File: src/rtl/in_fifo_rd_sched_if.sv
// Handshake and data bundle between the IN_FIFO read scheduler, the PHY input
// FIFO (flags, Q, RDEN) and the downstream capture logic (valid/ready stream).
interface in_fifo_rd_sched_if #(
    parameter int DATA_WIDTH = 80
);
    logic                  fifo_empty;
    logic                  fifo_almostempty;
    logic [DATA_WIDTH-1:0] fifo_q;
    logic                  fifo_rden;
    logic                  m_valid;
    logic                  m_ready;
    logic [DATA_WIDTH-1:0] m_data;
    logic                  flush;
    logic                  busy;
    logic [15:0]           rd_count;

    // Scheduler side
    modport master (
        input  fifo_empty,
        input  fifo_almostempty,
        input  fifo_q,
        input  m_ready,
        input  flush,
        output fifo_rden,
        output m_valid,
        output m_data,
        output busy,
        output rd_count
    );

    // Environment side: FIFO model plus downstream consumer
    modport slave (
        output fifo_empty,
        output fifo_almostempty,
        output fifo_q,
        output m_ready,
        output flush,
        input  fifo_rden,
        input  m_valid,
        input  m_data,
        input  busy,
        input  rd_count
    );
endinterface

File: src/rtl/in_fifo_rd_sched.sv
// Read-side scheduler for the IN_FIFO in synchronous mode. Reads are issued
// against EMPTY/ALMOSTEMPTY and limited by credits so that every read that is
// in flight is guaranteed a slot in the skid buffer when its Q word lands.
module in_fifo_rd_sched #(
    parameter int DATA_WIDTH  = 80,
    parameter int RD_LATENCY  = 1,
    parameter int INIT_CYCLES = 4
) (
    input logic                clk,
    input logic                rst,
    in_fifo_rd_sched_if.master bus
);

    localparam int DEPTH = RD_LATENCY + 2;
    localparam int CW    = $clog2(DEPTH + 1);
    localparam int PW    = $clog2(DEPTH);

    typedef enum logic [1:0] {
        INIT,
        RUN,
        FL_WAIT,
        FL_DRAIN
    } state_t;

    state_t                state;
    state_t                state_n;
    logic [3:0]            init_cnt;
    logic [DATA_WIDTH-1:0] mem [DEPTH];
    logic [PW-1:0]         wr_ptr;
    logic [PW-1:0]         rd_ptr;
    logic [CW-1:0]         occupancy;
    logic [CW-1:0]         in_flight;
    logic [CW-1:0]         credit;
    logic                  rden;
    logic                  rden_q;
    logic                  issue_d1;
    logic                  land;
    logic                  push;
    logic                  pop;
    logic                  flush_take;
    logic                  valid;
    logic [15:0]           rd_count;

    function automatic logic [PW-1:0] ptr_inc(input logic [PW-1:0] p);
        return (p == PW'(DEPTH - 1)) ? '0 : p + PW'(1);
    endfunction

    assign credit = occupancy + in_flight;
    assign valid  = (occupancy != '0);
    assign pop    = valid && bus.m_ready;
    assign push   = land && (state == RUN) && !flush_take;

    // Next-state selection and the combinational read enable for each state
    always_comb begin
        state_n    = state;
        rden       = 1'b0;
        flush_take = 1'b0;
        case (state)
            INIT: begin
                if (bus.flush) begin
                    flush_take = 1'b1;
                    state_n    = FL_WAIT;
                end else if (init_cnt == 4'(INIT_CYCLES - 1)) begin
                    state_n = RUN;
                end
            end
            RUN: begin
                rden = !bus.fifo_empty && (credit < CW'(DEPTH)) &&
                       !(bus.fifo_almostempty && rden_q);
                if (bus.flush) begin
                    flush_take = 1'b1;
                    state_n    = FL_WAIT;
                end
            end
            FL_WAIT: begin
                if (in_flight == '0) begin
                    state_n = FL_DRAIN;
                end
            end
            FL_DRAIN: begin
                rden = !bus.fifo_empty && !(bus.fifo_almostempty && rden_q);
                if (bus.fifo_empty && (in_flight == '0) && !rden_q) begin
                    state_n = RUN;
                end
            end
            default: state_n = INIT;
        endcase
    end

    // State register and the post-reset settling counter
    always_ff @(posedge clk or posedge rst) begin
        if (rst) begin
            state    <= INIT;
            init_cnt <= '0;
        end else begin
            state <= state_n;
            if (state == INIT) begin
                init_cnt <= init_cnt + 4'd1;
            end
        end
    end

    // Track reads in flight and remember last cycle's enable for the ALMOSTEMPTY rule
    always_ff @(posedge clk or posedge rst) begin
        if (rst) begin
            rden_q    <= 1'b0;
            issue_d1  <= 1'b0;
            in_flight <= '0;
        end else begin
            rden_q    <= rden;
            issue_d1  <= rden;
            in_flight <= in_flight + CW'(rden) - CW'(land);
        end
    end

    generate
        if (RD_LATENCY == 1) begin : g_lat1
            assign land = issue_d1;
        end else begin : g_lat2
            logic issue_d2;

            // Second delay stage so the landing strobe lines up with a two-cycle Q
            always_ff @(posedge clk or posedge rst) begin
                if (rst) begin
                    issue_d2 <= 1'b0;
                end else begin
                    issue_d2 <= issue_d1;
                end
            end

            assign land = issue_d2;
        end
    endgenerate

    // Circular skid buffer; a flush empties it at once and landing words are dropped
    always_ff @(posedge clk or posedge rst) begin
        if (rst) begin
            wr_ptr    <= '0;
            rd_ptr    <= '0;
            occupancy <= '0;
            for (int i = 0; i < DEPTH; i++) begin
                mem[i] <= '0;
            end
        end else if (flush_take) begin
            wr_ptr    <= '0;
            rd_ptr    <= '0;
            occupancy <= '0;
        end else begin
            if (push) begin
                mem[wr_ptr] <= bus.fifo_q;
                wr_ptr      <= ptr_inc(wr_ptr);
            end
            if (pop) begin
                rd_ptr <= ptr_inc(rd_ptr);
            end
            occupancy <= occupancy + CW'(push) - CW'(pop);
        end
    end

    // Count accepted words; deliberately untouched by flush
    always_ff @(posedge clk or posedge rst) begin
        if (rst) begin
            rd_count <= '0;
        end else if (pop) begin
            rd_count <= rd_count + 16'd1;
        end
    end

    assign bus.fifo_rden = rden;
    assign bus.m_valid   = valid;
    assign bus.m_data    = mem[rd_ptr];
    assign bus.busy      = (state != RUN);
    assign bus.rd_count  = rd_count;

endmodule

File: src/flat_wrapper.sv
// flat-port wrapper written by rule: the top's interface ports become plain ports
module in_fifo_rd_sched_flat 
#(
    parameter int DATA_WIDTH  = 80,
    parameter int RD_LATENCY  = 1,
    parameter int INIT_CYCLES = 4
)
  (clk, rst, bus_fifo_empty, bus_fifo_almostempty, bus_fifo_q, bus_m_ready, bus_flush, bus_fifo_rden, bus_m_valid, bus_m_data, bus_busy, bus_rd_count);
  in_fifo_rd_sched_if #(.DATA_WIDTH(DATA_WIDTH)) bus_i ();
  input logic clk;
  input logic rst;
  input wire logic [$bits(bus_i.fifo_empty)-1:0] bus_fifo_empty;
  input wire logic [$bits(bus_i.fifo_almostempty)-1:0] bus_fifo_almostempty;
  input wire logic [$bits(bus_i.fifo_q)-1:0] bus_fifo_q;
  input wire logic [$bits(bus_i.m_ready)-1:0] bus_m_ready;
  input wire logic [$bits(bus_i.flush)-1:0] bus_flush;
  output wire logic [$bits(bus_i.fifo_rden)-1:0] bus_fifo_rden;
  output wire logic [$bits(bus_i.m_valid)-1:0] bus_m_valid;
  output wire logic [$bits(bus_i.m_data)-1:0] bus_m_data;
  output wire logic [$bits(bus_i.busy)-1:0] bus_busy;
  output wire logic [$bits(bus_i.rd_count)-1:0] bus_rd_count;
  assign bus_i.fifo_empty = bus_fifo_empty;
  assign bus_i.fifo_almostempty = bus_fifo_almostempty;
  assign bus_i.fifo_q = bus_fifo_q;
  assign bus_i.m_ready = bus_m_ready;
  assign bus_i.flush = bus_flush;
  assign bus_fifo_rden = bus_i.fifo_rden;
  assign bus_m_valid = bus_i.m_valid;
  assign bus_m_data = bus_i.m_data;
  assign bus_busy = bus_i.busy;
  assign bus_rd_count = bus_i.rd_count;
  in_fifo_rd_sched #(.DATA_WIDTH(DATA_WIDTH), .RD_LATENCY(RD_LATENCY), .INIT_CYCLES(INIT_CYCLES)) u_core (.clk(clk), .rst(rst), .bus(bus_i));
endmodule
File: config.mk
export PLATFORM = sky130hd
export DESIGN_NAME = in_fifo_rd_sched_flat
export DESIGN_NICKNAME = d
export VERILOG_FILES = /design/src/rtl/in_fifo_rd_sched_if.sv /design/src/rtl/in_fifo_rd_sched.sv /design/src/flat_wrapper.sv
export SDC_FILE = /design/constraint.sdc
export NUM_CORES = 1
export LEC_CHECK = 0
export CORE_UTILIZATION = 35
export CTS_CLUSTER_SIZE = 14
export DETAILED_ROUTE_END_ITERATION = 12
export PLACE_DENSITY = 0.64
export SLEW_MARGIN = 20
export SYNTH_ARGS = -nofsm -noshare
export SYNTH_HDL_FRONTEND = slang
export SYNTH_SLANG_ARGS = --single-unit
File: constraint.sdc
create_clock -name clk -period 27.1 [get_ports clk]
set_clock_uncertainty 0.15 [all_clocks]
set_input_delay 4.065 -clock clk [delete_from_list [all_inputs] [get_ports clk]]
set_output_delay 4.065 -clock clk [all_outputs]
set_load 0.03 [all_outputs]
# Yosys cells after proc, flatten, opt, wreduce, memory -nomap -nowiden
# Cells that the tools add are included.
# Widths: inputs -> output; s select.
# totals
regBits	271
inputBits	86
output_inout_bits	99
elab_cells	82
# classes
addsub	9
n_lt_le_gt_ge	4
n_eq_ne	11
mux	22
n_bitwise	3
reduce_logical	22
# ops
cell	count
$bwmux 240	1
$mux 80	3
$bmux 80 s2	1
$demux 80 s2	1
$mux 2	12
$add 16x1->16 const B	1
$logic_and 1x1->1	10
$eq 2x2->1 const B	4
$pmux 2 s4	1
$ge 3x3->1 const B	2
$ne 2x1->1 const B	3
$not 2->3	2
$reduce_bool 2->1	3
$add 2x1->2	2
$add 2x1->2 const B	2
$add 4x1->4 const B	1
$eq 4x2->1 const B	1
$logic_not 1->1	4
$logic_not 2->1	2
$reduce_and 4->1	1
$sub 2x1->2	2
$lt 3x1->1 const B	1
$ne 3x2->1 const B	1
$add 2x2->2	1
8 further kinds	9

# Logic depth before layout (Yosys ltp)
# Gate-level depths: netlist of run 1.
# logic_depth
ltp_word	8
depth_mapped	10
mapped_depth_nobuf	10

# Worst setup path before layout of run 1
# OpenSTA, ideal clock, no wires.
# synth_path
kind	input to output
from	input bus_fifo_almostempty
to	output bus_fifo_rden
arrival_ns	4.510
required_time_ns	22.885
path_slack_ns	18.375
stages	2
n_path_buf	0
cell_sequence	a21oi_1 o21a_1
# synth_via
elab_chain_cells	4
elab_cells_between_ends	5
classes_between	mux: 1; reduce/logical: 4
# synth_rtl
element	line	source
from (decl)	flat_wrapper.sv:13	input wire logic [$bits(bus_i.fifo_almostempty)-1:0] bus_fifo_almostempty;
$logic_and 1x1->1 (*)	in_fifo_rd_sched.sv:69, in_fifo_rd_sched.sv:81	
$logic_not 1->1 (*)	in_fifo_rd_sched.sv:69, in_fifo_rd_sched.sv:81	
$logic_and 1x1->1 (on tied branches)	in_fifo_rd_sched.sv:81, in_fifo_rd_sched.sv:68	
$pmux 1 s2 (*)	in_fifo_rd_sched.sv:58	case (state)
to (decl)	flat_wrapper.sv:17	output wire logic [$bits(bus_i.fifo_rden)-1:0] bus_fifo_rden;
# Mark *: on every way between the ends. The rest lies on a longest branch, timed or not.

# Worst setup path in the final report of run 1
# layout_path
from	input bus_fifo_empty
to	output bus_fifo_rden
# layout_via
elab_chain_cells	4
elab_cells_between_ends	5
classes_between	mux: 1; reduce/logical: 4
# layout_rtl
element	line	source
from (decl)	flat_wrapper.sv:12	input wire logic [$bits(bus_i.fifo_empty)-1:0] bus_fifo_empty;
$logic_not 1->1 (*)	in_fifo_rd_sched.sv:68, in_fifo_rd_sched.sv:81	
$logic_and 1x1->1 (2 in a row)	in_fifo_rd_sched.sv:68	rden = !bus.fifo_empty && (credit < CW'(DEPTH)) &&
$pmux 1 s2 (*)	in_fifo_rd_sched.sv:58	
# Marks and branches as above.

==> results of run 1 <==
path summary, 6_finish.rpt:
kind / to / slack, ns / cells past startpoint / from
worst max-delay path: bus_fifo_rden / 17.43 / 4 / bus_fifo_empty
worst min-delay path: u_core.bus.rd_count[15] / 0.33 / 1 / u_core.bus.rd_count[15]
worst max register to register: u_core.mem[97] / 24.28 / 7 / u_core.state[1]
worst min register to register: u_core.bus.rd_count[15] / 0.33 / 1 / u_core.bus.rd_count[15]
max in group asynchronous: u_core.rd_ptr[1] / 20.48 / 4 / rst
min in group asynchronous: u_core.mem[113] / 3.95 / 2 / rst
routing by layer:
metal / global-route usage (%) / vias up
met2: 24.7 / 164
li1: - / 3573
met5: 0 / -
met3: 3.71 / 28
met1: 20.2 / 3821
met4: 2.94 / 0
critical path, cell delays in order:
cell             delay (ns)
clkdlybuf4s50_1        0.41
a21oi_1                0.15
o21a_1                 0.16
clkdlybuf4s50_1        0.67
where the power goes:
part           internal, mW  switching (mW)
Sequential            0.526          0.0814
Clock                 0.259           0.161
Combinational         0.319           0.375
cell families (layout without fill, tap and decap cells):
family / Yosys count / after routing / share of synthesized area (%)
buffers and inverters: 62 / 259 / 2.64
adders and majority gates: 12 / 12 / 1.25
DFF: 271 / 271 / 56.3
and+or+nand+nor: 130 / 130 / 4.65
other: 0 / 1 / 0
AOI/OAI and AO/OA: 94 / 94 / 4.02
muxes: 324 / 324 / 29.4
xor gates and xnor gates: 24 / 24 / 1.74
state kept, by name, summed over array words and instances (netlist names):
register             flops
u_core.mem             240
u_core.bus.rd_count     16
u_core.init_cnt          4
u_core.rd_ptr            2
u_core.in_flight         2
u_core.rden_q            1
u_core.wr_ptr            2
u_core.state             2
u_core.occupancy         2
area by class of cell:
type	instances	area [um2]	share of cell area, %
antenna	1	2.50	0.0163
clock buffer	47	956	6.23
clock inverter	7	87.6	0.571
inverter	11	48.8	0.318
multi-input combinational	584	4970	32.4
sequential	271	6790	44.2
tap	448	561	3.65
timing repair buffer	194	1930	12.6
per-stage QoR:
| stage | setup slack (ns) | instances | power [mW] |
|---|---|---|---|
| after detailed placement | 17.41 | 1507 | 1.31 |
| after global routing | 17.35 | 1562 | 1.82 |
| final | 17.43 | 1563 | 1.72 |
| after global placement | 17.43 | 1507 | 1.30 |
| after floorplan | 15.42 | 917 | 1.05 |
| after CTS | 17.41 | 1561 | 1.74 |
placed cells by master (no fill, tap or decap), types with 2 or more instances in the layout:
cell             count
nand4_1              5
ha_1                12
nand2_4              2
dfrtp_1            269
clkbuf_1             4
clkdlybuf4s50_1    184
mux2_1               7
mux2i_1             82
nand3_1              6
and2_1               2
nor2_1              12
mux2_2             235
clkbuf_16           31
o21ai_0             83
a21oi_1              6
nor3_1               3
xnor2_1             19
xor2_1               5
bufinv_16            2
nand2_1             93
buf_4                9
clkinv_2             4
inv_1               10
clkbuf_8            12
==> results.sh, run 1 <==
export IMPL_die_h_um=188
export IMPL_peakVddDrop_mv=0.0679
export IMPL_netlist_cell_type_count=31
export IMPL_drt_iter0_drc=272
export IMPL_routed_via_density=4.85
export IMPL_setup_tns_ns=0
export IMPL_synth_area_top_cells="dfrtp_1 56%, mux2_2 22%, mux2i_1 6.8%"
export IMPL_wl_per_cell_um=17.0
export IMPL_netlist_instances=917
export IMPL_fmax_mhz=103
export IMPL_cts_sinks=271
export IMPL_worst_pin_slew_ns=0.969
export IMPL_vias=7586
export IMPL_crit_required_ns=22.89
export IMPL_synth_edf_count=0
export IMPL_wl_met1_um=12400
export IMPL_worstPathArrival_ns=5.46
export IMPL_synth_seq_cells=271
export IMPL_synth_area_mm2=0.0121
export IMPL_max_slew_margin_pct=35.4
export IMPL_synth_seq_area_share_pct=56.3
export IMPL_drt_total_wl_um=26500
export IMPL_fp_coreArea_mm2=0.0337
export IMPL_final_setup_viol_count=0
export IMPL_syn_avg_cell_area_um2=13.1
export IMPL_layout_drive_gt1_share_pct=27.4
export IMPL_synth_cells_most_frequent="271 x dfrtp_1, 235 x mux2_2, 95 x nand2_1, 83 x o21ai_0, 82 x mux2i_1"
export IMPL_ys_warn_count=0
export IMPL_final_antenna_net_count=0
export IMPL_outcome="completed"
export IMPL_syn_to_final_growth_pct=27.3
export IMPL_finalWeightedCongestion=0.688
export IMPL_yosysTopAreaCell="dfrtp_1"
export IMPL_n_fill_cell=3066
export IMPL_cts_resized=0
export IMPL_route_met3_wl_um=1510
export IMPL_rsz0062_at_grt="no"
export IMPL_htreeDepth=1
export IMPL_final_core_utilization_pct=45.5
export IMPL_maxCapViolations=0
export IMPL_dp_final_hpwl_um=15700
export IMPL_tritoncts="done"
export IMPL_die_x_um=188
export IMPL_die_area_mm2=0.0352
export IMPL_synth_most_common_cell="dfrtp_1"
export IMPL_clk_pin_slew_ns=0.06
export IMPL_cts_root_buf="clkbuf_16"
export IMPL_cts_setup_buffers=0
export IMPL_top_layer="met4"
export IMPL_synth_top_area_share_pct=56.3
export IMPL_rows=67
export IMPL_hold_viol=0
export IMPL_synth_main_ff_cell="dfrtp_1"
export IMPL_grt_overflow_total=0
export IMPL_fin_area_mm2=0.0153
export IMPL_powerDensity_mw_per_mm2=112
export IMPL_drc_errors=0
export IMPL_grt_max_degree=132
export IMPL_insertion_delay_ns=0.54
export IMPL_holdWs_ns=0.329
export IMPL_period_minus_slack_ns=9.67
export IMPL_num_nets_final=1190
export IMPL_first_global_vias=7974
export IMPL_placed_cell_area_mm2=0.0143
export IMPL_clockBufferDepth=3
export IMPL_final_max_slew_violation_count=0
export IMPL_cts_hold_fix_buffers=0
export IMPL_post_route_period_util_pct=35.7
export IMPL_worstPathMaxFanout=2
export IMPL_dr_pass1_iters=4
export IMPL_met2_length_um=12200
export IMPL_crit_path_start_kind="input pin"
export IMPL_ys_async_sr_fraction_pct=100
export IMPL_grt_pass1_wl_um=43400
export IMPL_end_kind="output port"
export IMPL_crit_type="in -> out"
export IMPL_grt_total_usage_pct=15.1
export IMPL_boundaryPins=185
export IMPL_numPortBuffers=184
export IMPL_total_leakage_power_nw=6.94
export IMPL_antenna_found_initial=0
export IMPL_start_util_pct=35.8
export IMPL_hp_class="reg -> reg"
export IMPL_synthesis_nets=1015
export IMPL_numCtsBuffers=30
(Power assumes the default switching activity.)
==> run 2, diff against run 1 <==
==> constraint.sdc (replaced) <==
create_clock -name clk -period 9.8 [get_ports clk]
set_clock_uncertainty 0.15 [all_clocks]
set_input_delay 1.47 -clock clk [delete_from_list [all_inputs] [get_ports clk]]
set_output_delay 1.47 -clock clk [all_outputs]
set_load 0.03 [all_outputs]
==> results.sh, run 2 (synthesis gave the netlist of run 1 again) <==
export IMPL_drt_iter0_drc=302
export IMPL_cts_root_buf="clkbuf_16"
export IMPL_crit_required_ns=8.18
export IMPL_mostFrequentLayoutCell="dfrtp_1"
export IMPL_end_kind="output port"
export IMPL_grt_pass1_wl_um=43600
export IMPL_path_cells="nor2b_4, buf_4, nand2_1, o21ai_0, clkdlybuf4s50_1"
export IMPL_rsz0062_at_grt="no"
export IMPL_cp_slowest_cell="nor2b_4"
export IMPL_drc_errors=0
export IMPL_post_route_period_util_pct=55.4
export IMPL_cts_sinks=271
export IMPL_die_h_um=188
export IMPL_outcome="completed"
export IMPL_die_x_um=188
export IMPL_start_util_pct=35.8
export IMPL_period_minus_slack_ns=5.43
export IMPL_first_global_vias=8122
export IMPL_slowest_delay_ns=0.92
export IMPL_clk_pin_slew_ns=0.06
export IMPL_numCtsBuffers=29
export IMPL_tritoncts="done"
export IMPL_powerDensity_mw_per_mm2=304
export IMPL_fin_area_mm2=0.0152
export IMPL_grt_max_degree=139
export IMPL_dp_final_hpwl_um=16000
export IMPL_layout_drive_gt1_share_pct=26.6
export IMPL_antenna_found_initial=0
export IMPL_final_max_slew_violation_count=0
export IMPL_hold_viol=0
export IMPL_fp_coreArea_mm2=0.0337
export IMPL_setup_tns_ns=0
export IMPL_routed_via_density=4.86
export IMPL_top_regs="u_core.mem: 240 flops, u_core.bus.rd_count: 16 flops, u_core.init_cnt: 4 flops"
export IMPL_crit_path_start_kind="register"
export IMPL_dr_pass1_iters=4
export IMPL_hp_class="reg -> reg"
export IMPL_finalWeightedCongestion=0.720
export IMPL_grt_total_usage_pct=15.2
export IMPL_final_antenna_net_count=0
export IMPL_cts_hold_fix_buffers=0
export IMPL_final_setup_viol_count=0
export IMPL_setup_slack_ns=4.37
export IMPL_vias=7564
export IMPL_peakVddDrop_mv=0.166
export IMPL_worst_pin_slew_ns=1.03
export IMPL_htreeDepth=1
export IMPL_max_slew_margin_pct=30.9
export IMPL_placed_cell_area_mm2=0.0143
export IMPL_boundaryPins=185
export IMPL_crit_type="reg -> out"
export IMPL_worstPathArrival_ns=3.81
export IMPL_cts_setup_buffers=0
export IMPL_wl_per_cell_um=17.0
export IMPL_total_leakage_power_nw=6.84
export IMPL_crit_buf_inv=2
export IMPL_insertedDiodeCount=0
export IMPL_grt_overflow_total=0
export IMPL_cts_resized=0
export IMPL_worstPathMaxFanout=44
export IMPL_rows=67
export IMPL_pre_cts_ws_ns=4.85
export IMPL_largest_register="u_core.mem"
export IMPL_cpLargestDelayFamily="buffers and inverters"
export IMPL_insertion_delay_ns=0.55
export IMPL_die_area_mm2=0.0352
export IMPL_clockBufferDepth=3
export IMPL_syn_to_final_growth_pct=25.8
export IMPL_num_nets_final=1187
export IMPL_numPortBuffers=184
export IMPL_drt_total_wl_um=26400
export IMPL_largest_reg_flops=240
export IMPL_maxCapViolations=0
export IMPL_fmax_mhz=184
export IMPL_layout_common_cells="269 x dfrtp_1, 235 x mux2_2, 184 x clkdlybuf4s50_1"
-- run 2: cell types whose count changed in the layout (fill, tap and decap cells not counted), sizes merged --
| cell | change |
|---|---|
| diode | -1 |
| bufinv | -2 |
| inv | +1 |
| buf | -2 |
| clkbuf | -5 |
| clkinvlp | +1 |
-- run 2: metal layers --
metal  wire (um)  track usage (%)
met2       12400             25.0
met3        1540             3.84
met5           0                0
met4         441             3.06
met1       12000             20.2
-- run 2: path summary, 6_finish.rpt --
kind / start / endpoint / slack [ns] / cells past startpoint
max in group asynchronous: rst / u_core.mem[158] / 6.87 / 3
setup reg to reg: u_core.rd_ptr[1] / u_core.rd_ptr[1] / 6.93 / 4
setup / recovery: u_core.rd_ptr[1] / bus_m_data[8] / 4.37 / 5
min in group asynchronous: rst / u_core.mem[189] / 1.35 / 2
hold / removal: u_core.bus.rd_count[15] / u_core.bus.rd_count[15] / 0.32 / 1
hold reg to reg: u_core.bus.rd_count[15] / u_core.bus.rd_count[15] / 0.32 / 1
-- run 2: final cells by class --
type	count	area, um2
multi-input combinational	584	4970
clock inverter	7	43.8
clock buffer	42	835
sequential	271	6790
fill	3102	18500
timing repair buffer	192	1910
inverter	11	48.8
tap	448	561
-- run 2: where the power goes --
part           total, mW  switching, mW  internal [mW]
clock               1.02          0.432          0.585
sequential          1.68          0.231           1.45
combinational       1.90           1.03          0.874
total               4.60           1.69           2.91
-- run 2: metrics by stage --
| step | cells | power (mW) | utilization [%] | hold slack (ns) |
|---|---|---|---|---|
| finish | 1555 | 4.60 | 45.0 | 0.317 |
| global route | 1555 | 4.88 | 45.0 | 0.347 |
| CTS | 1555 | 4.68 | 45.0 | 0.328 |
| detailed placement | 1506 | 3.63 | 42.4 | 0.320 |
| global placement | 1506 | 3.59 | 42.4 | 0.316 |
| floorplan | 917 | 2.90 | - | 0.296 |
